## src/rtl/sci_link_ctrl_if.sv

```systemverilog
// sci_bus_if: internal-bus master port of the SCI link sequencer
interface sci_bus_if;
  logic [31:0] M_A;
  logic [31:0] M_DO;
  logic [31:0] M_DI;
  logic [3:0]  M_BA;
  logic        M_WE;
  logic        M_REQ;
  logic        M_BUSY;
  modport master (output M_A, M_DO, M_BA, M_WE, M_REQ, input M_DI, M_BUSY);
  modport slave  (input M_A, M_DO, M_BA, M_WE, M_REQ, output M_DI, M_BUSY);
endinterface

```

## src/rtl/sci_link_ctrl.sv

```systemverilog
// sci_link_ctrl: bus-master sequencer that inits the SCI and shuttles TX/RX bytes by polling SSR
module sci_link_ctrl #(
  parameter logic [31:0] BASE    = 32'hFFFFFE00,
  parameter logic [7:0]  SMR_VAL = 8'h00,
  parameter logic [7:0]  BRR_VAL = 8'h00,
  parameter logic [7:0]  SCR_VAL = 8'h30
) (
  input  logic       CLK,
  input  logic       RST_N,
  input  logic       CE,
  input  logic       EN,
  input  logic [7:0] TX_DATA,
  input  logic       TX_VALID,
  output logic       TX_READY,
  output logic [7:0] RX_DATA,
  output logic       RX_VALID,
  input  logic       RX_READY,
  output logic [7:0] OVR_CNT,
  sci_bus_if.master  bus
);
  typedef enum logic [3:0] {
    OFF, INIT_SMR, INIT_BRR, INIT_SCR, POLL, POLL_WAIT, DISPATCH,
    TX_TDR, TX_SSR, RX_RD, RX_WAIT, RX_SSR, ER_CLR, SHUT
  } state_t;
  state_t      st, nxt;
  logic [2:0]  s;
  logic [7:0]  hold;
  logic        full, last_rx;
  logic        done, rx_c, tx_c, pick_rx;
  logic        n_req, n_we;
  logic [2:0]  n_off;
  logic [7:0]  n_dat;
  logic [31:0] n_a;
  logic        unused_di;
  assign unused_di = ^{bus.M_DI[28:24], bus.M_DI[15:0]};
  assign done      = !bus.M_BUSY;
  assign TX_READY  = !full;
  // s holds SSR[7:5] = {TDRE, RDRF, ORER}
  assign rx_c      = s[1] & !RX_VALID;
  assign tx_c      = s[2] & full;
  assign pick_rx   = rx_c & (!tx_c | !last_rx);
  always_comb begin
    nxt = st;
    case (st)
      OFF:                              nxt = EN ? INIT_SMR : OFF;
      INIT_SMR:                         nxt = done ? INIT_BRR : st;
      INIT_BRR:                         nxt = done ? INIT_SCR : st;
      INIT_SCR, TX_SSR, RX_SSR, ER_CLR: nxt = done ? POLL : st;
      POLL:                             nxt = done ? POLL_WAIT : st;
      POLL_WAIT:                        nxt = DISPATCH;
      DISPATCH:                         nxt = !EN ? SHUT : s[0] ? ER_CLR : pick_rx ? RX_RD : tx_c ? TX_TDR : POLL;
      TX_TDR:                           nxt = done ? TX_SSR : st;
      RX_RD:                            nxt = done ? RX_WAIT : st;
      RX_WAIT:                          nxt = RX_SSR;
      SHUT:                             nxt = done ? OFF : st;
      default:                          nxt = OFF;
    endcase
  end
  // bus outputs are registered from the state being entered
  always_comb begin
    n_req = 1'b1;
    n_we  = 1'b1;
    n_off = 3'd4;
    n_dat = 8'h00;
    case (nxt)
      INIT_SMR: begin n_off = 3'd0; n_dat = SMR_VAL; end
      INIT_BRR: begin n_off = 3'd1; n_dat = BRR_VAL; end
      INIT_SCR, SHUT: begin n_off = 3'd2; n_dat = (nxt == SHUT) ? 8'h00 : SCR_VAL; end
      TX_TDR:   begin n_off = 3'd3; n_dat = hold; end
      TX_SSR:   n_dat = 8'h7E;
      RX_SSR:   n_dat = 8'hBE;
      ER_CLR:   n_dat = 8'hDE;
      POLL:     n_we = 1'b0;
      RX_RD:    begin n_we = 1'b0; n_off = 3'd5; end
      default:  begin n_req = 1'b0; n_we = 1'b0; end
    endcase
    n_a = BASE + {29'd0, n_off};
  end
  always_ff @(posedge CLK or negedge RST_N) begin
    if (!RST_N) begin
      st         <= OFF;
      s          <= 3'd0;
      hold       <= 8'h00;
      full       <= 1'b0;
      last_rx    <= 1'b0;
      RX_DATA    <= 8'h00;
      RX_VALID   <= 1'b0;
      OVR_CNT    <= 8'h00;
      bus.M_REQ  <= 1'b0;
      bus.M_WE   <= 1'b0;
      bus.M_A    <= 32'h0;
      bus.M_DO   <= 32'h0;
      bus.M_BA   <= 4'h0;
    end else if (CE) begin
      st        <= nxt;
      bus.M_REQ <= n_req;
      bus.M_WE  <= n_we;
      if (n_req) begin
        bus.M_A  <= n_a;
        bus.M_DO <= {4{n_dat}};
        bus.M_BA <= 4'b1000 >> n_a[1:0];
      end
      if (st == POLL_WAIT) s <= bus.M_DI[31:29];
      if (st == RX_WAIT) RX_DATA <= bus.M_DI[23:16];
      if (TX_VALID && !full) begin
        hold <= TX_DATA;
        full <= 1'b1;
      end else if (st == TX_SSR && done) full <= 1'b0;
      if (st == RX_SSR && done) RX_VALID <= 1'b1;
      else if (RX_READY) RX_VALID <= 1'b0;
      if (st == ER_CLR && done && OVR_CNT != 8'hFF) OVR_CNT <= OVR_CNT + 8'd1;
      if (st == DISPATCH && (nxt == RX_RD || nxt == TX_TDR)) last_rx <= (nxt == RX_RD);
    end
  end
endmodule

```

## src/flat_wrapper.sv

```systemverilog
// flat-port wrapper written by rule: the top's interface ports become plain ports
module sci_link_ctrl_flat 
#(
  parameter logic [31:0] BASE    = 32'hFFFFFE00,
  parameter logic [7:0]  SMR_VAL = 8'h00,
  parameter logic [7:0]  BRR_VAL = 8'h00,
  parameter logic [7:0]  SCR_VAL = 8'h30
)
  (CLK, RST_N, CE, EN, TX_DATA, TX_VALID, TX_READY, RX_DATA, RX_VALID, RX_READY, OVR_CNT, bus_M_A, bus_M_DO, bus_M_BA, bus_M_WE, bus_M_REQ, bus_M_DI, bus_M_BUSY);
  sci_bus_if bus_i ();
  input  logic CLK;
  input  logic RST_N;
  input  logic CE;
  input  logic EN;
  input  logic [7:0] TX_DATA;
  input  logic TX_VALID;
  output logic TX_READY;
  output logic [7:0] RX_DATA;
  output logic RX_VALID;
  input  logic RX_READY;
  output logic [7:0] OVR_CNT;
  output wire logic [$bits(bus_i.M_A)-1:0] bus_M_A;
  output wire logic [$bits(bus_i.M_DO)-1:0] bus_M_DO;
  output wire logic [$bits(bus_i.M_BA)-1:0] bus_M_BA;
  output wire logic [$bits(bus_i.M_WE)-1:0] bus_M_WE;
  output wire logic [$bits(bus_i.M_REQ)-1:0] bus_M_REQ;
  input wire logic [$bits(bus_i.M_DI)-1:0] bus_M_DI;
  input wire logic [$bits(bus_i.M_BUSY)-1:0] bus_M_BUSY;
  assign bus_M_A = bus_i.M_A;
  assign bus_M_DO = bus_i.M_DO;
  assign bus_M_BA = bus_i.M_BA;
  assign bus_M_WE = bus_i.M_WE;
  assign bus_M_REQ = bus_i.M_REQ;
  assign bus_i.M_DI = bus_M_DI;
  assign bus_i.M_BUSY = bus_M_BUSY;
  sci_link_ctrl #(.BASE(BASE), .SMR_VAL(SMR_VAL), .BRR_VAL(BRR_VAL), .SCR_VAL(SCR_VAL)) u_core (.CLK(CLK), .RST_N(RST_N), .CE(CE), .EN(EN), .TX_DATA(TX_DATA), .TX_VALID(TX_VALID), .TX_READY(TX_READY), .RX_DATA(RX_DATA), .RX_VALID(RX_VALID), .RX_READY(RX_READY), .OVR_CNT(OVR_CNT), .bus(bus_i));
endmodule
```

## config.mk

```make
export PLATFORM = sky130hd
export DESIGN_NAME = sci_link_ctrl_flat
export DESIGN_NICKNAME = d
export VERILOG_FILES = /design/src/rtl/sci_link_ctrl_if.sv /design/src/rtl/sci_link_ctrl.sv /design/src/flat_wrapper.sv
export SDC_FILE = /design/constraint.sdc
export NUM_CORES = 1
export LEC_CHECK = 0
export ABC_AREA = 1
export BUFFER_PORTS_ARGS = -buffer_cell sky130_fd_sc_hd__buf_2
export CORE_MARGIN = 2
export CORE_UTILIZATION = 48
export CTS_CLUSTER_DIAMETER = 40
export DETAILED_ROUTE_END_ITERATION = 7
export GPL_ROUTABILITY_DRIVEN = 0
export PLACE_DENSITY = 0.8
export SLEW_MARGIN = 20
export SYNTH_ARGS = -nofsm -noshare
export SYNTH_HDL_FRONTEND = slang
export SYNTH_SLANG_ARGS = --single-unit
```

## constraint.sdc

```tcl
create_clock -name CLK -period 2.33 [get_ports CLK]
set_input_delay 0.3495 -clock CLK [delete_from_list [all_inputs] [get_ports CLK]]
set_output_delay 0.3495 -clock CLK [all_outputs]
set_load 0.01 [all_outputs]
```

==> metrics.txt <==
status finished, final reports clean; max incr delay on CP 470 ps; total gr overflow 0; clk_lat worst skew 310 ps; FF+latch area 1310 um2; Starting Density 0.501; post-layout util 0.558; Worst-path clk slew 90 ps; largest net degree at the start of global routing 30; Chip Height 85.7 um; Via density 4.93; Clock Tree Buf Depth 2; Post-DRT Antenna Nets 0; CTS buffer count 5; Total Power 4200 uW; Worst setup SP type flop; layout filler cell count 598; Die Width 85.7 um; Max Transition Viols Final 0; delay-heaviest family, CP simple AND/OR/NAND/NOR gates; Slowest-stage cell, CP dfrtp_2; final net count 503; Hold-fix buffers, CTS 0; IO Pins 135; setup TNS 0 ps; Core ar. 6390 um2; CP Capture Type flop; diode count 0; Vias 2623; CTS sink count 52; Setup-failing EPs final 0; post-synth cell types 29; DP Cell Count 524; final WL 6.45 mm; Worst Path Arrival 2390 ps; Buf+Inv Stages, Crit Path 3; CP required 2520 ps; CP dominant cell by count nand2_1; register bit count reported by yosys 52; critical-path maximum fanout 11; Pre-antenna DRT Iters 4; RSZ-0062 raised after global routing yes; non-filler cells, final 532; CP Class reg2reg; Synth Instances 390; Fmax 0.455 GHz; DRT iter0 DRCs 90; worst slew pin tran 701 ps; Tcrit/Tclk final 0.944; Clock Tree Root clkbuf_8; Final Hold Viols 0; first-pass GRT wire length 10.8 mm; vias in the first global route 2492; Worst VDD drop 0.952 mV; headroom to the max-slew limit 0.525; initial antenna violation count 0; Post-Syn Area 3200 um2; Max-Cap Viols 0; Power Dens Cells 1180 nW/um2; CP cell instances clkbuf_2 > nor2_1 > nor2_1 > nand2_1 > nand3_1 > nor2_4 > nand2_4 > nand2_2 > inv_2 > nand2_2 > nand2_1 > nor2_4 > nand2_4 > buf_4 > nand3_1 > nand2_1; WL/cell 12.1 um; most common cell after layout, fill and taps aside buf_2; DRC Markers 0; total die area 7340 um2; final critical-path required period 2200 ps; worst min path class in2async; register area share after synthesis 0.407; most frequent cells in the layout buf_2, nand2_1, dfrtp_1; leakage 0.00207 uW; gr usage total 0.180; CTS tree yes; area grow syn2layout 11.4%; layout cells sized above 1 0.413; Syn Area/Cell 8.21 um2; Worst Skew 11.2 ps; synth warn 0; H-tree levels 2; port bufs 107; # rows 29; area of the multi-input gates 1380 um2; DP HPWL 5.00 mm
cell families (layout without fill, tap and decap cells):
family	count (synthesis)	count (layout)	synth area share
buffers and inverters	90	150	0.174
xor gates and xnor gates	7	7	0.0192
other	1	6	0.00117
adders and majority gates	1	1	0.00391
AOI/OAI and AO/OA	16	16	0.0281
muxes	17	17	0.0598
DFF	52	52	0.407
and+or+nand+nor	206	206	0.307
cell type report:
cell class              count  share of cell area
flip-flops and latches     52               0.366
clock inverters             2             0.00351
multi-input cells         253               0.388
repair buffers            112               0.164
clock buffers               5              0.0193
inverters                  31              0.0326
well taps                  77              0.0270
state kept, by name (all words and copies together) (netlist names):
| signal | count |
|---|---|
| u_core.RX_VALID | 1 |
| u_core.bus.M_A | 4 |
| u_core.s | 3 |
| u_core.st | 4 |
| u_core.OVR_CNT | 8 |
| u_core.bus.M_REQ | 1 |
| u_core.full | 1 |
| u_core.last_rx | 1 |
| u_core.bus.M_BA | 4 |
| u_core.bus.M_WE | 1 |
| u_core.bus.M_DO | 8 |
| u_core.RX_DATA | 8 |
| u_core.hold | 8 |
routing by layer:
metal / wire length (um) / share of wire / vias to the layer above / global-route usage
met4: 83 / 0.013 / 0 / 0.0519
li1: - / - / 1302 / -
met3: 565 / 0.088 / 9 / 0.0452
met5: 0 / 0 / - / 0
met2: 3100 / 0.48 / 121 / 0.317
met1: 2700 / 0.42 / 1191 / 0.217
synthesized netlist by cell type (all sizes together):
cell type  count  share of area
o311ai         1         0.0027
ha             1         0.0039
mux2          17          0.060
dfrtp         52           0.41
inv           30          0.035
a21oi          7          0.012
o21ai          7          0.011
clkbuf         1         0.0012
xor2           4          0.011
nand2        117           0.16
clkinv         1         0.0012
buf           58           0.14
nor2          46          0.073
o211ai         1         0.0023
nand3         37          0.063
nand4          3         0.0059
xnor2          3         0.0082
conb           1         0.0012
nor3           3         0.0047
timing repair:
action                                  CTS  global route
buffers inserted                          0             1
gates resized for setup                   0             8
endpoints found under the setup margin    0            17
power breakdown:
part / switching [uW] / internal (uW) / total (uW)
Sequential: 225 / 1200 / 1420
Combinational: 1450 / 840 / 2290
Clock: 292 / 204 / 496
stage by stage:
| step | setup WS [ps] | hold WS (ps) | area (um2) |
|---|---|---|---|
| floorplan | 397 | 53.9 | 3220 |
| global placement | 134 | 403 | 3450 |
| detailed placement | 82.8 | 428 | 3450 |
| CTS | 58.1 | 87.5 | 3530 |
| global route | -58.4 | 114 | 3570 |
| finish | 131 | 69.1 | 3570 |
final timing paths:
kind	start	slack [ps]	cells past startpoint	end
setup / recovery	u_core.st[1]	130	16	u_core.bus.M_A[2]
hold reg to reg	u_core.bus.M_REQ	480	2	u_core.bus.M_REQ
hold / removal	RST_N	70	1	u_core.RX_DATA[6]
setup reg to reg	u_core.st[1]	130	16	u_core.bus.M_A[2]
min in group CLK	bus_M_DI[20]	270	2	u_core.RX_DATA[4]
max in group asynchronous	RST_N	1660	2	u_core.st[2]
Note: power is estimated with default switching activity, not from simulation.
